--- src/rtl/n_term_pkg.sv ---
// Shared types for the north-terminal loopback matrix: per-output modes,
// the configuration FSM states, and the configuration word-count helper.
package n_term_pkg;

   typedef enum logic [1:0] {
      MODE_COMB = 2'b00,
      MODE_REG  = 2'b01,
      MODE_ZERO = 2'b10,
      MODE_HOLD = 2'b11
   } mode_e;

   typedef enum logic [1:0] {
      ST_IDLE   = 2'b00,
      ST_LOAD   = 2'b01,
      ST_COMMIT = 2'b10
   } state_e;

   function automatic int calc_nw(input int mb, input int cfg_w);
      return (mb + cfg_w - 1) / cfg_w;
   endfunction

endpackage

--- src/rtl/n_term_out_cell.sv ---
// One output bit of the loopback matrix: selects routed input, registered
// copy, constant zero or a frozen copy according to its 2-bit mode.
module n_term_out_cell
   import n_term_pkg::*;
(
   input  logic       clk_i,
   input  logic       rst_ni,
   input  logic       route_i,
   input  logic [1:0] mode_i,
   output logic       out_o
);

   logic data_q;
   logic data_d;

   // ZERO keeps sampling so a later switch to REG/HOLD sees fresh data.
   assign data_d = (mode_i == MODE_HOLD) ? data_q : route_i;

   always_ff @(posedge clk_i or negedge rst_ni) begin
      if (!rst_ni) begin
         data_q <= 1'b0;
      end else begin
         data_q <= data_d;
      end
   end

   always_comb begin
      out_o = data_q;
      case (mode_i)
         MODE_COMB: out_o = route_i;
         MODE_ZERO: out_o = 1'b0;
         default:   out_o = data_q;
      endcase
   end

endmodule

--- src/rtl/n_term_loopback_matrix.sv ---
// North-terminal loopback switch matrix: index-reversed N->S return paths with
// per-output modes loaded word by word into a shadow and committed atomically.
module n_term_loopback_matrix
   import n_term_pkg::*;
#(
   parameter int N1_W  = 4,
   parameter int N2_W  = 8,
   parameter int N4_W  = 16,
   parameter int CFG_W = 8
) (
   input  logic             UserCLK,
   input  logic             resetn,
   input  logic [N1_W-1:0]  N1END,
   input  logic [N2_W-1:0]  N2MID,
   input  logic [N2_W-1:0]  N2END,
   input  logic [N4_W-1:0]  N4END,
   output logic [N1_W-1:0]  S1BEG,
   output logic [N2_W-1:0]  S2BEG,
   output logic [N2_W-1:0]  S2BEGb,
   output logic [N4_W-1:0]  S4BEG,
   input  logic             cfg_start,
   input  logic             cfg_valid,
   input  logic [CFG_W-1:0] cfg_data,
   output logic             cfg_ready,
   output logic             cfg_busy,
   output logic             cfg_done
);

   localparam int TOT  = N1_W + 2*N2_W + N4_W;
   localparam int MB   = 2*TOT;
   localparam int NW   = calc_nw(MB, CFG_W);
   localparam int SHW  = NW*CFG_W;
   localparam int WC_W = $clog2(NW+1);

   localparam int OFF_S2  = N1_W;
   localparam int OFF_S2B = N1_W + N2_W;
   localparam int OFF_S4  = N1_W + 2*N2_W;

   state_e          state_q, state_d;
   logic [WC_W-1:0] wcnt_q, wcnt_d;
   logic [SHW-1:0]  shadow_q, shadow_d;
   logic [MB-1:0]   active_q, active_d;
   logic            done_q, done_d;

   logic [TOT-1:0]  route_w;
   logic [TOT-1:0]  out_w;

   always_ff @(posedge UserCLK or negedge resetn) begin
      if (!resetn) begin
         state_q  <= ST_IDLE;
         wcnt_q   <= '0;
         shadow_q <= '0;
         active_q <= '0;
         done_q   <= 1'b0;
      end else begin
         state_q  <= state_d;
         wcnt_q   <= wcnt_d;
         shadow_q <= shadow_d;
         active_q <= active_d;
         done_q   <= done_d;
      end
   end

   always_comb begin
      state_d   = state_q;
      wcnt_d    = wcnt_q;
      shadow_d  = shadow_q;
      active_d  = active_q;
      done_d    = 1'b0;
      cfg_ready = 1'b0;
      cfg_busy  = 1'b0;
      case (state_q)
         ST_IDLE: begin
            if (cfg_start) begin
               state_d = ST_LOAD;
               wcnt_d  = '0;
            end
         end
         ST_LOAD: begin
            cfg_ready = 1'b1;
            cfg_busy  = 1'b1;
            if (cfg_valid) begin
               // Word 0 lands in the LSBs; constant slices keep the write decode simple.
               for (int w = 0; w < NW; w++) begin
                  if (wcnt_q == WC_W'(w)) shadow_d[w*CFG_W +: CFG_W] = cfg_data;
               end
               wcnt_d = wcnt_q + 1'b1;
               if (wcnt_q == WC_W'(NW-1)) state_d = ST_COMMIT;
            end
         end
         ST_COMMIT: begin
            cfg_busy = 1'b1;
            active_d = shadow_q[MB-1:0];
            done_d   = 1'b1;
            state_d  = ST_IDLE;
         end
         default: state_d = ST_IDLE;
      endcase
   end

   assign cfg_done = done_q;

   // Flat output order: S1BEG, S2BEG, S2BEGb, S4BEG, each LSB first.
   for (genvar i = 0; i < N1_W; i++) begin : g_r1
      assign route_w[i] = N1END[N1_W-1-i];
   end
   for (genvar i = 0; i < N2_W; i++) begin : g_r2
      assign route_w[OFF_S2+i]  = N2MID[N2_W-1-i];
      assign route_w[OFF_S2B+i] = N2END[N2_W-1-i];
   end
   for (genvar i = 0; i < N4_W; i++) begin : g_r4
      assign route_w[OFF_S4+i] = N4END[N4_W-1-i];
   end

   for (genvar k = 0; k < TOT; k++) begin : g_cell
      n_term_out_cell u_cell (
         .clk_i   (UserCLK),
         .rst_ni  (resetn),
         .route_i (route_w[k]),
         .mode_i  (active_q[2*k +: 2]),
         .out_o   (out_w[k])
      );
   end

   assign S1BEG  = out_w[N1_W-1:0];
   assign S2BEG  = out_w[OFF_S2 +: N2_W];
   assign S2BEGb = out_w[OFF_S2B +: N2_W];
   assign S4BEG  = out_w[OFF_S4 +: N4_W];

endmodule

--- config.mk ---
export PLATFORM = sky130hd
export DESIGN_NAME = n_term_loopback_matrix
export DESIGN_NICKNAME = d
export VERILOG_FILES = /design/src/rtl/n_term_pkg.sv /design/src/rtl/n_term_out_cell.sv /design/src/rtl/n_term_loopback_matrix.sv
export SDC_FILE = /design/constraint.sdc
export NUM_CORES = 1
export LEC_CHECK = 0
export ABC_CLOCK_PERIOD_IN_PS = 1700
export CORE_MARGIN = 2
export CORE_UTILIZATION = 51
export CTS_CLUSTER_DIAMETER = 60
export DETAILED_ROUTE_END_ITERATION = 6
export PLACE_DENSITY = 0.74
export SLEW_MARGIN = 25
export SYNTH_ARGS = -nofsm -noshare
export SYNTH_HDL_FRONTEND = slang
export SYNTH_HIERARCHICAL = 1
export SYNTH_SLANG_ARGS = --single-unit
--- constraint.sdc ---
create_clock -name UserCLK -period 1.7 [get_ports UserCLK]
set_clock_uncertainty 0.1 [all_clocks]
set_input_delay 0.255 -clock UserCLK [delete_from_list [all_inputs] [get_ports UserCLK]]
set_output_delay 0.255 -clock UserCLK [all_outputs]
set_load 0.01 [all_outputs]
; Yosys cells after proc, flatten, opt, wreduce, memory -nomap -nowiden
; Cells that the tools add are included.
[op_classes]
n_eq_ne = 85
reduce_logical = 51
n_addsub = 1
n_mux = 46
[ops]
columns = cell, count
row1 = $eq A2 B2 Y1 const B, 73
row2 = $logic_not A2 Y1, 37
row3 = $pmux W1 S2, 36
row4 = $reduce_and A3 Y1, 11
row5 = $eq A4 B3 Y1 const B, 4
row6 = $eq A4 B2 Y1 const B, 2
row7 = $mux W4, 2
row8 = $pmux W4 S2, 1
row9 = $mux W2, 3
row10 = $ne A2 B2 Y1 const B, 3
row11 = $add A4 B1 Y4 const B, 1
row12 = $eq A4 B1 Y1 const B, 1
row13 = $eq A4 B4 Y1 const B, 1
row14 = $logic_not A4 Y1, 1
row15 = $pmux W2 S2, 1
row16 = $mux W1, 3
row17 = $eq A2 B1 Y1 const B, 1
row18 = $reduce_bool A2 Y1, 1
row19 = $reduce_or A2 Y1, 1
[word_totals]
ff_bits = 187
inputBits = 48

; Longest topological paths before layout
[logic_depth]
depth_word = 4
depth_mapped = 6
ltp_nobuf = 5

; Modules after synthesis
; The synthesis kept the hierarchy.
[by_module_without_submodules]
columns = mod, instances, area_each_um2, cells_per_inst
row1 = n_term_loopback_matrix, 1, 5943.2, 368
row2 = n_term_out_cell, 36, 57.6, 5

; Least setup slack after synthesis
; Ideal clock, no wire load.
[synth_timing]
path_type = flip-flop to flip-flop
from = register state_q[1]
to = register shadow_q[10]
stages_incl_launch_ff = 6
path_slack_ps = -230
required_time_ps = 1475
setup_time_ps = 125
arrival_time_ps = 1706
n_path_buf = 0
cell_sequence = dfrtp_1 > inv_1 > ha_1 > nand2_1 > nor3_2 > mux2_2
[synth_between]
elab_chain_len = 2
[synth_lines]
columns = element, line_no
row1 = from (decl), n_term_loopback_matrix.sv:39  ; state_e state_q, state_d;
row2 = from (signal assigned), n_term_loopback_matrix.sv:56  ; state_q <= state_d;
row3 = $eq A2 B1 Y1, n_term_loopback_matrix.sv:72  ; case (state_q)
row4 = $reduce_and A3 Y1 (no source line), n/a
row5 = to (signal assigned), n_term_loopback_matrix.sv:58  ; shadow_q <= shadow_d;
row6 = to (decl), n_term_loopback_matrix.sv:41  ; logic [SHW-1:0] shadow_q, shadow_d;
; Every way passes these cells.
; A chain may end at the register's enable or synchronous reset.

; Worst setup path in the final report
[layout_timing]
from = register state_q[0]
to = register shadow_q[70]
; Same word-level chain as after synthesis.

==> qor.txt <==
Status: finished, violations left
Violated checks: negative setup slack
RSZ-0062 raised after global routing: yes
Buffers on Ports: 86
Critical Path Source Type: register
Max cap viols: 0
Routability cong.: 0.7702
Gate power share: 33.9%
GRT overflow: 0
Cell count after synthesis: 548
Hold Path Class: in2async
Setup violations, final: 35
Peak supply drop: 1.025 mV
Clock tree root buffer cell: clkbuf_16
Syn nets: 605
CTS tree: yes
Pin count of the biggest net entering global routing: 55
Synth area leader: dfrtp_1
# DRC: 0
Area contributors post-synth: dfrtp_1 (58%), mux2_2 (19%), mux2_4 (8.2%)
Final WS setup: -64.38 ps
H-Tree Depth: 4
Reg power frac: 40.6%
Fin nets: 793
Async S/R FF share, synth: 100.0%
Synth top area share: 58.38%
Count leader, synth: dfrtp_1
Post-synth EDFFs: 0
Vias in the first global route: 5359
Syn-to-layout area delta: 32.80%
Initial Util: 52.53%
Worst EP required: 1910 ps
Pwr per Cell Area: 1553 mW/mm^2
Critical Path Fanout Max: 8
Post-layout util: 69.76%
Sw frac: 28.94%
GRT Util Overall: 21.55%
Post-DP HPWL: 10680 um
Vias per std cell: 5.211
Tightest Pin Transition: 329.0 ps
Max_slew headroom: 78.07%
Total CTS buffers: 17
Initial antenna violation count: 0
Post-Route WL: 17000 um
Worst-Skew Late Latency: 430 ps
Post-synth top cells: dfrtp_1 (187), mux2_2 (138), mux2_4 (44)
P_int: 11.75 mW
CP arrival: 1980 ps
First-pass GRT wire length: 27370 um
Die Area: 0.01674 mm^2
Pre-CTS WS: -250.9 ps
Clk slew on worst S/H paths: 70 ps
CTS Buffer Depth: 2
Fin cells: 960
Period utilisation layout: 103.8%
CORE AREA: 0.01526 mm^2
Flops & latches, synth: 187
FP Rows: 45
Synth warn: 6
Sink Count: 187
Share of cells above drive strength 1: 54.07%
Distinct cells, synth: 28
Clock power frac: 25.5%
# IOs: 87
Antenna-violating nets left: 0
Main synth FF type: dfrtp_1
Crit Path Class: reg2reg
DRT Pass-1 Iters: 5
Net Switching: 4.785 mW
Syn Area/Cell: 14.63 um^2
Ant. Diodes: 0
Leakage power total: 5.150 nW
Min Tclk post-route: 1764 ps
Placed insts: 874
Filler cell count: 1015
Fmax: 0.5668 GHz
Vias: 5003
Pins Over Slew Limit: 0
Fin. Hold Viols: 0
Cell Area, Synth: 0.008015 mm^2
Seq/Total Area, Yosys: 58.38%
Chip height: 129.4 um
Initial DRC Count: 250
Die Wd: 129.4 um
Crit end category: register
Drt wl/cell: 17.70 um
power groups by stage:
stage          clock network, mW  registers, mW  logic [mW]
2_1_floorplan                  0           6.47        3.23
4_1_cts                     4.33           6.68        5.46
3_3_place_gp                   0           6.70        4.74
5_1_grt                     4.52           6.89        6.04
3_5_place_dp                   0           6.79        4.91
6_report                    4.22           6.71        5.61
logic make-up after synthesis:
family          Yosys count  share of synthesized area [%]
compound gates           47                          5.479
buf+inv                  19                          1.202
simple gates            104                          5.901
flops                   187                          58.38
fa+ha+maj                 9                          1.405
mux                     182                          27.63
per-stage QoR:
step | hold WS (ps) | instance area, um^2 | setup TNS (ps) | power (mW)
2_1_floorplan | -140.6 | 8079 | -669.7 | 9.697
3_3_place_gp | 57.99 | 9560 | -15820 | 11.44
3_5_place_dp | 67.17 | 9560 | -17520 | 11.70
4_1_cts | 161.2 | 10610 | -1354 | 16.46
5_1_grt | 181.9 | 10640 | -5868 | 17.44
6_report | 174.0 | 10640 | -1395 | 16.54
final cells by class:
| cell class | instances | area, um^2 | area share [%] |
|---|---|---|---|
| repair buffers | 183 | 1604 | 15.07 |
| well taps | 211 | 264.0 | 2.480 |
| inverters | 5 | 18.77 | 0.1763 |
| flip-flops and latches | 187 | 4679 | 43.96 |
| clock inverters | 13 | 188.9 | 1.775 |
| clock buffers | 19 | 452.9 | 4.255 |
| multi-input cells | 342 | 3436 | 32.28 |
cell usage in the layout (no fill, tap or decap), types with 2 or more instances in the layout:
cell / n
nor2_1: 35
clkbuf_16: 18
nor3_4: 4
nor2_2: 5
buf_4: 78
ha_1: 6
buf_2: 7
inv_1: 2
o21ai_0: 2
buf_6: 8
clkdlybuf4s15_1: 6
clkbuf_8: 2
clkdlybuf4s50_1: 46
dfrtp_1: 187
clkinv_2: 2
inv_6: 2
mux2_2: 120
bufinv_16: 4
clkbuf_2: 25
nand2b_1: 3
nand2_1: 41
a22o_1: 2
mux2_4: 62
nand4_1: 2
buf_12: 10
clkinv_4: 3
nor2b_4: 2
ha_4: 3
inv_2: 3
nand3b_1: 4
clkinvlp_4: 2
a22o_2: 36
worst paths after layout:
path / slack (ps) / cells past startpoint / from / end
setup / recovery: -60 / 7 / state_q[0]$_DFFE_PN0P_ / shadow_q[70]$_DFFE_PN0P_
hold / removal: 170 / 2 / resetn / g_cell[2].u_cell/data_q$_DFFE_PN0P_
setup reg to reg: -60 / 7 / state_q[0]$_DFFE_PN0P_ / shadow_q[70]$_DFFE_PN0P_
hold reg to reg: 400 / 1 / shadow_q[33]$_DFFE_PN0P_ / shadow_q[33]$_DFFE_PN0P_
max in group asynchronous: 730 / 3 / resetn / active_q[22]$_DFFE_PN0P_
min in group UserCLK: 370 / 2 / N2MID[2] / g_cell[9].u_cell/data_q$_DFFE_PN0P_
registers in the layout, summed over array words and instances, names as in the netlist:
name,flops
cfg_done,1
state_q,2
shadow_q,72
active_q,72
g_cell.u_cell/data_q,36
wcnt_q,4
per-layer routing:
layer  wire length (um)  part of all wire, %  GRT usage (%)
met5                  0                    0              0
met4                198                  1.2          5.754
met1               7403                   44          27.14
met2               8675                   51          36.78
met3                718                  4.2          6.152
worst max-delay path, cell delays in order (launching register included):
cell and delay [ps]:
dfrtp_1 380, buf_6 120, ha_4 180, buf_6 130, and2_4 130, nand4_1 120, buf_12 190, mux2_4 290
repair_timing:
item | in CTS | in global routing
endpoints found under the hold margin | 187 | 0
gates cloned | 0 | 2
resized for setup | 125 | 40
setup buffers | 39 | 12
setup endpoints to repair | 117 | 129
pin swaps | 8 | 8
hold buffers | 1 | 0
No activity file was read; power rests on OpenSTA's default activity.
